### src/rtl/filter_loader_pkg.sv
// Shared constants and FSM encoding for the 4x4 filter loader.
// The row index width is derived from the filter dimension.
package filter_loader_pkg;

  localparam int FILT_DIM    = 4;
  localparam int FILT_WORD_W = 32;
  localparam int ROW_W       = $clog2(FILT_DIM);

  typedef enum logic [1:0] {
    IDLE  = 2'd0,
    REQ   = 2'd1,
    WRITE = 2'd2,
    DONE  = 2'd3
  } state_t;

endpackage

### src/rtl/filter_loader.sv
// Fetches filter rows 0..last_row from word memory, one request per row.
// Each returned row is presented to the 4x4 filter buffer as a one-cycle write.
module filter_loader
  import filter_loader_pkg::*;
#(
  parameter int ADDR_W     = 16,
  parameter int ROW_STRIDE = 1
) (
  input  logic                   clk,
  input  logic                   rst,
  input  logic                   start,
  input  logic [ADDR_W-1:0]      base_addr,
  input  logic [ROW_W-1:0]       last_row,
  output logic                   busy,
  output logic                   done,
  output logic                   mem_rd,
  output logic [ADDR_W-1:0]      mem_addr,
  input  logic                   mem_ack,
  input  logic [FILT_WORD_W-1:0] mem_data,
  output logic                   buf_ld,
  output logic [ROW_W-1:0]       buf_row,
  output logic [FILT_WORD_W-1:0] buf_data
);

  localparam logic [ADDR_W-1:0] STRIDE = ADDR_W'(ROW_STRIDE);

  state_t            state;
  state_t            state_nxt;
  logic [ROW_W-1:0]  row_q;
  logic [ROW_W-1:0]  last_q;
  logic [ADDR_W-1:0] base_q;
  logic              row_is_last;
  logic [ADDR_W-1:0] rd_addr;

  assign row_is_last = (row_q == last_q);
  // Wraps modulo 2^ADDR_W by construction of the operand widths.
  assign rd_addr     = base_q + ADDR_W'(row_q) * STRIDE;

  // NOTE: sequential state uses non-blocking assignments so every register
  // samples the pre-edge values, independent of statement order.
  always_ff @(posedge clk) begin
    if (rst) state <= IDLE;
    else     state <= state_nxt;
  end

  // NOTE: every combinational output gets a default first, so no path
  // through the case leaves a signal unassigned and infers a latch.
  always_comb begin
    state_nxt = state;
    case (state)
      IDLE:    if (start) state_nxt = REQ;
      REQ:     if (mem_ack) state_nxt = WRITE;
      WRITE:   state_nxt = row_is_last ? DONE : REQ;
      DONE:    state_nxt = IDLE;
      default: state_nxt = IDLE;
    endcase
  end

  always_comb begin
    busy     = 1'b0;
    done     = 1'b0;
    mem_rd   = 1'b0;
    mem_addr = '0;
    buf_ld   = 1'b0;
    case (state)
      REQ: begin
        busy     = 1'b1;
        mem_rd   = 1'b1;
        mem_addr = rd_addr;
      end
      WRITE: begin
        busy   = 1'b1;
        buf_ld = 1'b1;
      end
      DONE:    done = 1'b1;
      default: ;
    endcase
  end

  // Row counter, captured request and buffer write registers.
  always_ff @(posedge clk) begin
    if (rst) begin
      row_q    <= '0;
      last_q   <= '0;
      base_q   <= '0;
      buf_row  <= '0;
      buf_data <= '0;
    end else begin
      case (state)
        IDLE: if (start) begin
          base_q <= base_addr;
          last_q <= last_row;
          row_q  <= '0;
        end
        REQ: if (mem_ack) begin
          buf_row  <= row_q;
          buf_data <= mem_data;
        end
        WRITE: if (!row_is_last) row_q <= row_q + ROW_W'(1);
        default: ;
      endcase
    end
  end

endmodule

### config.mk
export PLATFORM = sky130hd
export DESIGN_NAME = filter_loader
export DESIGN_NICKNAME = d
export VERILOG_FILES = /design/src/rtl/filter_loader_pkg.sv /design/src/rtl/filter_loader.sv
export SDC_FILE = /design/constraint.sdc
export NUM_CORES = 1
export LEC_CHECK = 0
export BUFFER_PORTS_ARGS = -buffer_cell sky130_fd_sc_hd__clkbuf_2
export CAP_MARGIN = 20
export CORE_MARGIN = 5
export CORE_UTILIZATION = 35
export CTS_CLUSTER_DIAMETER = 40
export DETAILED_ROUTE_END_ITERATION = 7
export PLACE_DENSITY = 0.66
export SETUP_SLACK_MARGIN = 0.3
export SLEW_MARGIN = 20
export SYNTH_ARGS = -nofsm -noshare
export SYNTH_HDL_FRONTEND = slang
export SYNTH_SLANG_ARGS = --single-unit
export TNS_END_PERCENT = 20
### constraint.sdc
create_clock -name clk -period 2.2 [get_ports clk]
set_clock_uncertainty 0.1 [all_clocks]
set_input_delay 0.44 -clock clk [delete_from_list [all_inputs] [get_ports clk]]
set_output_delay 0.44 -clock clk [all_outputs]
set_load 0.005 [all_outputs]
### Word level (Yosys, flattened, before mapping)

Index checks and enable logic that the tools add are counted.
Widths: inputs -> output; s select.

| cells by class | value |
|---|---|
| add/sub/neg operators | 2 |
| equal/unequal tests | 7 |
| mux-type cells | 12 |
| reductions and logical operators | 7 |

Operators with widths:

| kind | count |
|---|---|
| $add 16x2->16 | 1 |
| $mux 16 | 1 |
| $mux 2 | 5 |
| $pmux 2 s4 | 1 |
| $ne 2x2->1 const B | 3 |
| $reduce_and 2->1 | 3 |
| $eq 2x2->1 const B | 2 |
| $mux 1 | 4 |
| $pmux 2 s2 | 1 |
| $reduce_and 3->1 | 1 |
| $add 2x1->2 const B | 1 |
| $eq 2x1->1 const B | 1 |
| $eq 2x2->1 | 1 |
| $logic_not 2->1 | 1 |
| $reduce_bool 2->1 | 1 |
| $reduce_or 2->1 | 1 |

| word-level totals | value |
|---|---|
| bits in registers | 56 |
| logic and storage cells | 34 |

### Depth between registers and ports, before layout

Gate-level depths: netlist of run 1.

| logic depth | value |
|---|---|
| word-level depth | 3 |
| gate-level depth with buffers | 7 |
| gate-level depth less buffers | 6 |

### Least setup slack after synthesis of run 1

No wires, ideal clock.

| timing path | value |
|---|---|
| kind | flip-flop to output port |
| from | reg row_q[0] |
| to | out mem_addr[12] |
| arrival | 1.562 ns |
| required time | 1.660 ns |
| path slack | 0.098 ns |
| cell stages (with the launch flop) | 7 |
| buffers on the path | 0 |
| path through | dfxtp_1 -> ha_1 -> fa_1 -> and4_1 -> nand4_1 -> xor2_1 -> nor2_1 |

| on the way | value |
|---|---|
| cells in the longest elaborated chain, start to end | 2 |

RTL lines:

| item | RTL line | RTL |
|---|---|---|
| from (decl) | filter_loader.sv:29 | `logic [ROW_W-1:0] row_q;` |
| from (signal assigned) | filter_loader.sv:99 | `WRITE: if (!row_is_last) row_q <= row_q + ROW_W'(1);` |
| $add 16x2->16 | filter_loader.sv:37 | `assign rd_addr = base_q + ADDR_W'(row_q) * STRIDE;` |
| $mux 16 | filter_loader.sv:65 | `case (state)` |
| to (decl) | filter_loader.sv:17 | `output logic [ADDR_W-1:0] mem_addr,` |

Every way passes these cells.

### Worst setup path in the final report of run 1

Same ends and word-level chain as after synthesis.

==> results of run 1 <==
## state kept, by name, summed over array words and instances, names as in the netlist
register / cells
buf_data: 32
base_q: 16
buf_row: 2
last_q: 2
row_q: 2
state: 2
## cell families (layout without fill, tap and decap cells)
logic type / count (synthesis) / in the layout / synth area share, %
muxes: 3 / 3 / 1.21
adders and majority gates: 8 / 8 / 4.33
and+or+nand+nor: 155 / 155 / 27.3
AOI/OAI and AO/OA: 66 / 66 / 14.0
buffers and inverters: 22 / 134 / 3.52
DFF: 56 / 56 / 45.1
xor gates and xnor gates: 12 / 12 / 4.53
## layer usage
metal | track usage, % | routed length (µm) | share of wire, %
met4 | 3.61 | 51 | 0.76
met1 | 17.1 | 2850 | 43
met3 | 5.69 | 667 | 10
met2 | 27.0 | 3130 | 47
met5 | 0 | 0 | 0
## worst register-to-register path, cell delays in order (launching register included)
cell and delay [ns]:
dfxtp_2 0.35, inv_1 0.11, ha_2 0.24, inv_1 0.19
o21ai_1 0.32, a21oi_1 0.08, o32ai_1 0.23
## Yosys cell counts (2+ instances only)
master,n,area share (%)
nand2_1,113,17
dfxtp_1,56,45
a21oi_1,55,11
clkbuf_1,12,1.8
nor2_1,11,1.7
ha_1,7,3.5
xor2_1,7,2.5
and2_1,5,1.3
nand2b_1,5,1.3
buf_2,4,0.81
inv_1,4,0.60
nand3_1,4,0.81
xnor2_1,4,1.4
mux2i_1,3,1.2
nand4_1,3,0.75
o21ai_0,3,0.60
or3_1,3,0.75
a21boi_0,2,0.60
and4_1,2,0.70
buf_1,2,0.30
nor3_1,2,0.40
o21ai_1,2,0.40
## per-stage QoR
step | util (%) | setup TNS, ns | std cells
2_1_floorplan | - | 0 | 322
5_1_grt | 48.7 | -2.05 | 530
3_3_place_gp | 46.4 | 0 | 517
3_5_place_dp | 46.4 | 0 | 517
6_report | 48.7 | -0.975 | 530
4_1_cts | 48.5 | -1.19 | 530
## report_power, final
group	switching [mW]	total, mW	internal, mW
combinational	0.420	0.713	0.293
clock	0.302	0.559	0.257
sequential	0.0869	1.21	1.13
total	0.809	2.49	1.68
## final cells by class
| cell class | count | area [µm²] |
|---|---|---|
| clock buffer | 8 | 90.1 |
| multi-input combinational | 244 | 1330 |
| fill | 692 | 3530 |
| sequential | 56 | 1130 |
| timing repair buffer | 122 | 658 |
| tap | 96 | 120 |
| inverter | 4 | 15.0 |
## what timing repair did
item,in CTS,in global routing
endpoints found under the setup margin,16,17
endpoints found under the hold margin,0,0
hold buffers,0,0
pin swaps,16,3
setup buffers,5,0
resized for setup,7,3
## layout by cell type, fill, tap and decap left out, types with 2 or more instances in the layout
master,instances
nand2_1,113
clkbuf_2,106
a21oi_1,55
dfxtp_1,51
buf_4,14
nor2_1,11
xor2_1,7
clkbuf_8,6
nand2b_1,5
inv_1,4
and2_1,4
nand3_1,4
xnor2_1,4
nand4_1,3
mux2i_1,3
o21ai_0,3
or3_1,3
ha_1,3
dfxtp_2,3
and4_4,2
o21ai_1,2
a21boi_0,2
ha_4,2
ha_2,2
clkbuf_1,2
buf_6,2
dfxtp_4,2
## how the worst max path moves through the flow
| stage | end | depth (start not counted) | slack (ns) | start |
|---|---|---|---|---|
| 2_1_floorplan | mem_addr[12] | 6 | 0.28 | row_q[0] |
| 3_3_place_gp | mem_addr[12] | 7 | 0.12 | row_q[0] |
| 3_5_place_dp | mem_addr[12] | 7 | 0.05 | row_q[0] |
| 4_1_cts | mem_addr[12] | 7 | -0.18 | row_q[0] |
| 5_1_grt | mem_addr[12] | 7 | -0.23 | row_q[0] |
| 6_report | mem_addr[12] | 7 | -0.16 | row_q[0] |
==> impl_results.md, run 1 <==
* Status: finished, violations left
* Failing checks: setup timing
* Placed Instance Area at approximately 3200 µm²
* Hold_ws at around 0.25 ns
* Cell family with most CP delay: adder cells
* R2R setup slack at about 0.50 ns
* Antenna cells at 0
* FF-to-FF End: state[1]
* Root buffer cell: clkbuf_8
* Slew margin rel. at approximately 75%
* Fraction of registers with async set/reset at 0%
* Cells after Synth at 322
* Period Utilization, post-route at 107%
* Min-Delay Path Depth at 3
* Cell variety after synth at 35
* 1st-pass router iterations at 6
* FP Rows at 30
* Cell Area, Synth at between 2000 and 2500 µm²
* DR vias at approximately 2500
* Worst path bufs/invs at 1
* Max cap viols at 0
* Core box area at approximately 7000 µm²
* Crit-path cells: ha_4 -> fa_2 -> and4_4 -> nand4_1 -> xor2_1 -> nor2_1 -> clkbuf_2
* GRT Total Usage at between 15 and 20%
* Routed WL at roughly 6700 µm
* Clock sink count at 56
* Worst-path clk slew at ~0.090 ns
* H-tree levels at 2
* Leak pwr at ~1.4 nW
* Ratio of cells with drive above 1 in the final layout at between 30% and 40%
* Synthesis-to-layout area growth at 34.5%
* Clock Path Buffers at 2
* Worst Max-Slew Pin Slew at between 0.3 and 0.4 ns
* #FFs+latches synth at 56
* Critical path class: reg -> out
* Power, Total at about 2.5 mW
* Vias in the first global route at about 2500
* Crit path time final at 2.36 ns
* Crit-path max FO at 5
* TritonCTS clock tree: yes
* Worst stage delay on the critical path at roughly 0.37 ns
* Worst flop-to-flop path startpoint: state[1]
* Largest net degree at the start of global routing at 35
* Peak supply drop at about 0.32 mV
* Nets at ~500
* Seq/Total Area, Yosys at between 40 and 50%
* Clock latency at the later pin of the worst-skew pair at ~0.30 ns
* Prevailing post-synth register cell: dfxtp_1
* DR iter-0 viols at 71
* Initial antenna violation count at 0
* Crit end category: primary output
* Synth Area per Inst at around 7.7 µm²
* Grt ovf at 0
* Crit path required time at 1.66 ns
* YS warnings at 0
* IO Pins at between 100 and 150
* Hold EP: buf_data[16]
* Hold crit path type: in -> reg
* Per-cell routed wire length at about 13 µm
* Syn Nets at 384
* Drt drc at 0
* Hold path start: mem_data[16]
* Max-slew violations at 0
* Setup ws final at -0.162 ns
* Path depth of the worst reg2reg path at 6
* Vias/cell at around 4.7
* EDFF count, synth at 0
* Detailed placement HPWL at between 5000 and 6000 µm
* Antenna Nets Post-Route at 0
* Post-route cell area at about 3300 µm²
* Fmax at around 420 MHz
* Setup violations, final at 10
* Width of the die at about 94 µm
* Final Hold Viols at 0
* Post-Place Setup Slack at between 0.04 and 0.05 ns
* IO Port Bufs at roughly 110
* Critical path data arrival time at between 1.5 and 2 ns
* RSZ-0062 raised after global routing: true
* Die area at between 8000 and 9000 µm²
* Cell Pwr Density at ~740 nW/µm²
* Total CTS buffers at 5
* Global-route wire length before repair at ~11000 µm
* Startpoint Class: flop
* Slowest cell on crit path: dfxtp_4
* Starting density of the core at about 36%
* Global placer's final weighted congestion at 0.826
* Die Y at approximately 94 µm
Power figures use the tool's default switching activity.
==> run 2, diff against run 1 <==
--- a/config.mk
+++ b/config.mk
@@ -7,11 +7,14 @@
 export LEC_CHECK = 0
 export BUFFER_PORTS_ARGS = -buffer_cell sky130_fd_sc_hd__clkbuf_2
 export CAP_MARGIN = 20
+export CELL_PAD_IN_SITES_DETAIL_PLACEMENT = 2
+export CELL_PAD_IN_SITES_GLOBAL_PLACEMENT = 2
+export CORE_ASPECT_RATIO = 0.75
 export CORE_MARGIN = 5
-export CORE_UTILIZATION = 35
+export CORE_UTILIZATION = 23
 export CTS_CLUSTER_DIAMETER = 40
 export DETAILED_ROUTE_END_ITERATION = 7
-export PLACE_DENSITY = 0.66
+export PLACE_DENSITY = 0.8
 export SETUP_SLACK_MARGIN = 0.3
 export SLEW_MARGIN = 20
 export SYNTH_ARGS = -nofsm -noshare
==> constraint.sdc (replaced) <==
create_clock -name clk -period 2.12 [get_ports clk]
set_clock_uncertainty 0.1 [all_clocks]
set_input_delay 0.424 -clock clk [delete_from_list [all_inputs] [get_ports clk]]
set_output_delay 0.424 -clock clk [all_outputs]
set_load 0.005 [all_outputs]
==> run 2 against run 1 <==
Against the previous run: the flow still finishes with violations (setup timing); count of clock-buffer cells in the layout unchanged; sequential power rose by 5%; sequential cell count is the same; critical path depth is 1 lower; critical path type unchanged; critical endpoint is now mem_addr[13]; largest power group unchanged.
==> impl_results.md, run 2 (same netlist as run 1, synthesis figures left out) <==
* Core box area at between 10000 and 15000 µm²
* Clock power share at between 30 and 40%
* Crit-path max FO at 3
* Psw at around 0.99 mW
* Width of the die at 130 µm
* H-tree levels at 2
* Crit end category: primary output
* Detailed placement HPWL at 7200 µm
* Period Utilization, post-route at 110%
* Status: finished, violations left
* Leak pwr at between 1.5 and 2 nW
* Post-Place Setup Slack at 0.00186 ns
* GRT Total Usage at between 10 and 15%
* Die area at about 13000 µm²
* Nets at about 500
* Initial antenna violation count at 0
* Setup TNS at -1.90 ns
* Switch share at between 30% and 40%
* IO Pins at 108
* Global placer's final weighted congestion at 0.768
* Grt ovf at 0
* Slew margin rel. at about 75%
* Critical path data arrival time at roughly 1.8 ns
* Starting density of the core at roughly a quarter
* Final Hold Viols at 0
* Sequential power share at 41.1%
* Power, Total at roughly 3.1 mW
* Ratio of cells with drive above 1 in the final layout at a little under two fifths
* Critical path class: reg -> out
* Drt drc at 0
* Biggest regs: buf_data: 32 flops, base_q: 16 flops
* Per-cell routed wire length at 16.0 µm
* Worst-path clk slew at ~0.070 ns
* Crit-path cells: ha_4 -> a21oi_4 -> and4bb_2 -> and3_4 -> mux2i_1 -> buf_2
* Commonest non-fill, non-tap cell in the layout: nand2_1
* TritonCTS clock tree: yes
* Vias/cell at 4.55
* Hold crit path type: in -> reg
* Hold_ws at 0.248 ns
* Clock Path Buffers at 2
* Root buffer cell: clkbuf_16
* Peak supply drop at 0.316 mV
* Combinational share of power at roughly 28%
* Startpoint Class: flop
* Fin cells at around 580
* 1st-pass router iterations at 4
* Failing checks: setup timing
* Total CTS buffers at 5
* Placed cell count at 565
* Setup ws final at -0.214 ns
* Vias in the first global route at around 2900
* FILL cells at 1230
* Slowest cell on crit path: dfxtp_4
* FP Rows at 32
* Largest net degree at the start of global routing at 24
* DR vias at 2635
* Global-route wire length before repair at approximately 15000 µm
* Crit path time final at roughly 2.3 ns
* Clock latency at the later pin of the worst-skew pair at 0.29 ns
* Clock sink count at 56
* RSZ-0062 raised after global routing: true
* Worst Max-Slew Pin Slew at 0.368 ns
* Max-slew violations at 0
* Power Internal at around 2.1 mW
* Die Y at 100 µm
* Setup violations, final at 12
* Antenna Nets Post-Route at 0
* Fmax at between 400 and 500 MHz
* Reg with most FFs: buf_data
* IO Port Bufs at 107
* Max cap viols at 0
* Synthesis-to-layout area growth at 45.0%
* DR iter-0 viols at between 100 and 150
* Antenna cells at 0
* Commonest non-fill, non-tap cells in the layout: nand2_1 (112), clkbuf_2 (101), a21oi_1 (54), dfxtp_1 (51), buf_4 (22)
* Max FFs per register at 32
* Crit path required time at about 1.6 ns
* Cell Pwr Density at around 860 nW/µm²
* Routed WL at 9270 µm
* Worst stage delay on the critical path at 0.35 ns
==> run 2: metal layers <==
layer | GRT usage, % | routed length (µm) | up-vias
met5 | 0 | 0 | -
met4 | 3.35 | 148 | 0
met3 | 3.14 | 454 | 10
met2 | 23.5 | 4460 | 65
met1 | 18.8 | 4200 | 1271
li1 | - | - | 1289
==> run 2: worst paths after layout <==
| kind | from | endpoint | slack (ns) | cells past startpoint |
|---|---|---|---|---|
| hold reg to reg | buf_row[0] | buf_row[0] | 0.36 | 2 |
| setup reg to reg | state[0] | state[0] | 0.41 | 5 |
| hold / removal | mem_data[10] | buf_data[10] | 0.25 | 3 |
| setup / recovery | base_q[1] | mem_addr[13] | -0.21 | 6 |
==> run 2: what timing repair did <==
| item | CTS | global route |
|---|---|---|
| setup buffers | 5 | 1 |
| hold buffers | 0 | 0 |
| resized for setup | 12 | 19 |
| endpoints found under the setup margin | 19 | 48 |
| cloned | 0 | 0 |
| pin swaps | 17 | 7 |
==> run 2: power by group through the flow <==
| stage | sequential, mW | combinational, mW | clock [mW] |
|---|---|---|---|
| after floorplan | 1.28 | 0.439 | 0 |
| after global placement | 1.28 | 0.790 | 0 |
| final | 1.27 | 0.861 | 0.962 |
| after global routing | 1.29 | 0.967 | 1.05 |
| after detailed placement | 1.29 | 0.823 | 0 |
| after CTS | 1.27 | 0.857 | 1.00 |
==> run 2: through the flow <==
step	utilization [%]	area [µm²]
final	34.6	3610
after CTS	34.1	3550
after detailed placement	31.7	3300
after floorplan	-	2530
after global routing	34.6	3610
after global placement	31.7	3300
==> run 2: final cells by class <==
type,count,area [µm²],area share (%)
flip-flops and latches,56,1130,31.5
repair buffers,131,727,20.2
well taps,136,170,4.72
clock buffers,8,178,4.93
inverters,4,21.3,0.590
multi-input cells,244,1380,38.1
==> run 2: critical path: cells and delay by family, from the launching register on <==
kind	cells	cell delay, ns
AND/OR/NAND/NOR	2	0.51
AO/OA/AOI/OAI	1	0.06
flip-flops	1	0.35
multiplexers	1	0.19
buffers and inverters	1	0.14
adder cells (fa/ha/maj)	1	0.27
==> run 3, diff against run 2 <==
--- a/config.mk
+++ b/config.mk
@@ -7,12 +7,13 @@
 export LEC_CHECK = 0
 export BUFFER_PORTS_ARGS = -buffer_cell sky130_fd_sc_hd__clkbuf_2
 export CAP_MARGIN = 20
-export CELL_PAD_IN_SITES_DETAIL_PLACEMENT = 2
+export CELL_PAD_IN_SITES_DETAIL_PLACEMENT = 1
 export CELL_PAD_IN_SITES_GLOBAL_PLACEMENT = 2
 export CORE_ASPECT_RATIO = 0.75
 export CORE_MARGIN = 5
 export CORE_UTILIZATION = 23
 export CTS_CLUSTER_DIAMETER = 40
+export CTS_CLUSTER_SIZE = 14
 export DETAILED_ROUTE_END_ITERATION = 7
 export PLACE_DENSITY = 0.8
 export SETUP_SLACK_MARGIN = 0.3
==> run 3 against run 2 <==
Against the previous run: the run still ends with setup timing left; first-iteration DRC count fell by 36%; count of clock-buffer cells in the layout is 1 lower; power decreased by 5.7%; via count down 3.3%; critical path type unchanged; critical endpoint is now mem_addr[5]; largest cell class unchanged.
==> impl_results.md, run 3 (same netlist as run 1, synthesis figures left out) <==
* Status: finished, violations left
* Failing checks: setup timing
* Antenna Nets Post-Route at 0
* R2R setup slack at 0.36 ns
* Largest net degree at the start of global routing at 24
* Sequential power share at 43.2%
* Per-cell routed wire length at 14.2 µm
* Hold EP: base_q[14]
* Hold path start: base_addr[14]
* Placed Instance Area at around 3300 µm²
* Path depth of the worst reg2reg path at 6
* Crit-path max FO at 4
* Vias in the first global route at approximately 2600
* Antenna cells at 0
* FF-to-FF End: state[0]
* Root buffer cell: clkbuf_16
* Nets at just over 500
* Placed cell count at ~570
* Initial antenna violation count at 0
* DR vias at between 2000 and 3000
* DR iter-0 viols at 73
* Grt ovf at 0
* Die area at 13000 µm²
* Ratio of cells with drive above 1 in the final layout at 36.6%
* Clock latency at the later pin of the worst-skew pair at between 0.2 and 0.3 ns
* Startpoint Class: flop
* Crit path time final at about 2.3 ns
* H-tree levels at 2
* Worst flop-to-flop path startpoint: state[1]
* Clock Path Buffers at 2
* Peak supply drop at ~0.28 mV
* Crit path required time at between 1.5 and 2 ns
* Commonest non-fill, non-tap cells in the layout: nand2_1 (112), clkbuf_2 (100), a21oi_1 (54), dfxtp_1 (51), buf_4 (21)
* IO Port Bufs at 107
* Critical path data arrival time at about 1.8 ns
* Crit end category: primary output
* Setup violations, final at 14
* Combinational share of power at about 28%
* Total CTS buffers at 5
* Hold_ws at approximately 0.25 ns
* Vias/cell at ~4.4
* Psw at between 0.9 and 1 mW
* Routed WL at 8220 µm
* Critical path class: reg -> out
* Core box area at ~10000 µm²
* Final Hold Viols at 0
* Fin cells at around 580
* Leak pwr at around 1.5 nW
* Reg with most FFs: buf_data
* Detailed placement HPWL at 6480 µm
* Starting density of the core at roughly a quarter
* Cell Pwr Density at 824 nW/µm²
* Power Internal at around 2 mW
* RSZ-0062 raised after global routing: true
* Global placer's final weighted congestion at 0.768
* Setup ws final at -0.212 ns
* 1st-pass router iterations at 4
* Drt drc at 0
* Max cap viols at 0
* Switch share at between 30 and 40%
* Commonest non-fill, non-tap cell in the layout: nand2_1
* Fmax at 429 MHz
* FP Rows at 32
* IO Pins at 108
* GRT Total Usage at 12.5%
* Min-Delay Path Depth at 3
* Max FFs per register at 32
* Hold crit path type: in -> reg
* Synthesis-to-layout area growth at 42.6%
* Slew margin rel. at between 80% and 90%
* Biggest regs: buf_data: 32 flops, base_q: 16 flops
* Worst Max-Slew Pin Slew at 0.297 ns
* # hold bufs at CTS at 0
* Die Y at 100 µm
* Post-route cell area at roughly 3500 µm²
* Worst-path clk slew at roughly 0.070 ns
* Clock sink count at 56
* Global-route wire length before repair at roughly 13000 µm
* Width of the die at 130 µm
* Period Utilization, post-route at 110%
* Max-slew violations at 0
* TritonCTS clock tree: yes
* Clock power share at between 20% and 30%
-- run 3: changes by cell type in the layout (fill, tap and decap cells not counted), moves of 2 or more --
| cell | previous run | this run |
|---|---|---|
| inv_1 | 1 | 3 |
| nand3_2 | 3 | 1 |
| nand3_1 | 2 | 4 |
| buf_6 | 1 | 3 |
| and2_1 | 5 | 3 |
-- run 3: how the worst max path moves through the flow --
stage	from	endpoint	slack, ns	cells past startpoint
after detailed placement	base_q[1]	mem_addr[13]	-0.01	6
after global placement	base_q[1]	mem_addr[13]	0.04	6
after floorplan	row_q[0]	mem_addr[12]	0.22	6
after CTS	base_q[0]	mem_addr[8]	-0.26	7
final	row_q[1]	mem_addr[5]	-0.21	7
after global routing	row_q[1]	mem_addr[13]	-0.32	6
-- run 3: power groups by stage --
| stage | Sequential, mW | Combinational (mW) | Clock, mW |
|---|---|---|---|
| after CTS | 1.26 | 0.807 | 0.886 |
| final | 1.26 | 0.814 | 0.845 |
| after floorplan | 1.28 | 0.439 | 0 |
| after global routing | 1.28 | 0.928 | 0.925 |
| after global placement | 1.28 | 0.790 | 0 |
| after detailed placement | 1.28 | 0.803 | 0 |
-- run 3: what timing repair did --
| action | CTS | global route |
|---|---|---|
| setup buffers | 3 | 3 |
| pin swaps | 9 | 11 |
| gates resized for setup | 4 | 21 |
| hold endpoints to repair | 0 | 0 |
| endpoints found under the setup margin | 17 | 40 |
-- run 3: final cells by class --
type / count / area (µm²)
Inverter: 4 / 18.8
Clock buffer: 7 / 143
Fill cell: 1294 / 6860
Multi-Input combinational cell: 244 / 1350
Sequential cell: 56 / 1130
Timing Repair Buffer: 131 / 727
Tap cell: 136 / 170
Clock inverter: 1 / 6.26
-- run 3: critical path, stage by stage (launching register included) --
cell and delay [ns]:
dfxtp_4 0.35, ha_4 0.27, a21oi_4 0.06, buf_4 0.13
buf_6 0.11, or3_4 0.36, a21oi_2 0.11, buf_2 0.12
-- run 3: metrics by stage --
| stage | util [%] | setup slack, ns | setup TNS [ns] | total power, mW |
|---|---|---|---|---|
| floorplan | - | 0.216 | 0 | 1.72 |
| global placement | 31.7 | 0.0369 | 0 | 2.07 |
| detailed placement | 31.7 | -0.0106 | -0.0106 | 2.09 |
| CTS | 33.4 | -0.260 | -2.41 | 2.96 |
| global route | 34.1 | -0.322 | -3.15 | 3.13 |
| finish | 34.1 | -0.212 | -2.01 | 2.92 |
-- run 3: layer usage --
layer	routed length, µm	up-vias	global-route usage (%)
met5	0	-	0
met4	102	0	3.51
met3	390	7	2.66
met2	3710	58	19.2
met1	4010	1190	17.8
li1	-	1292	-
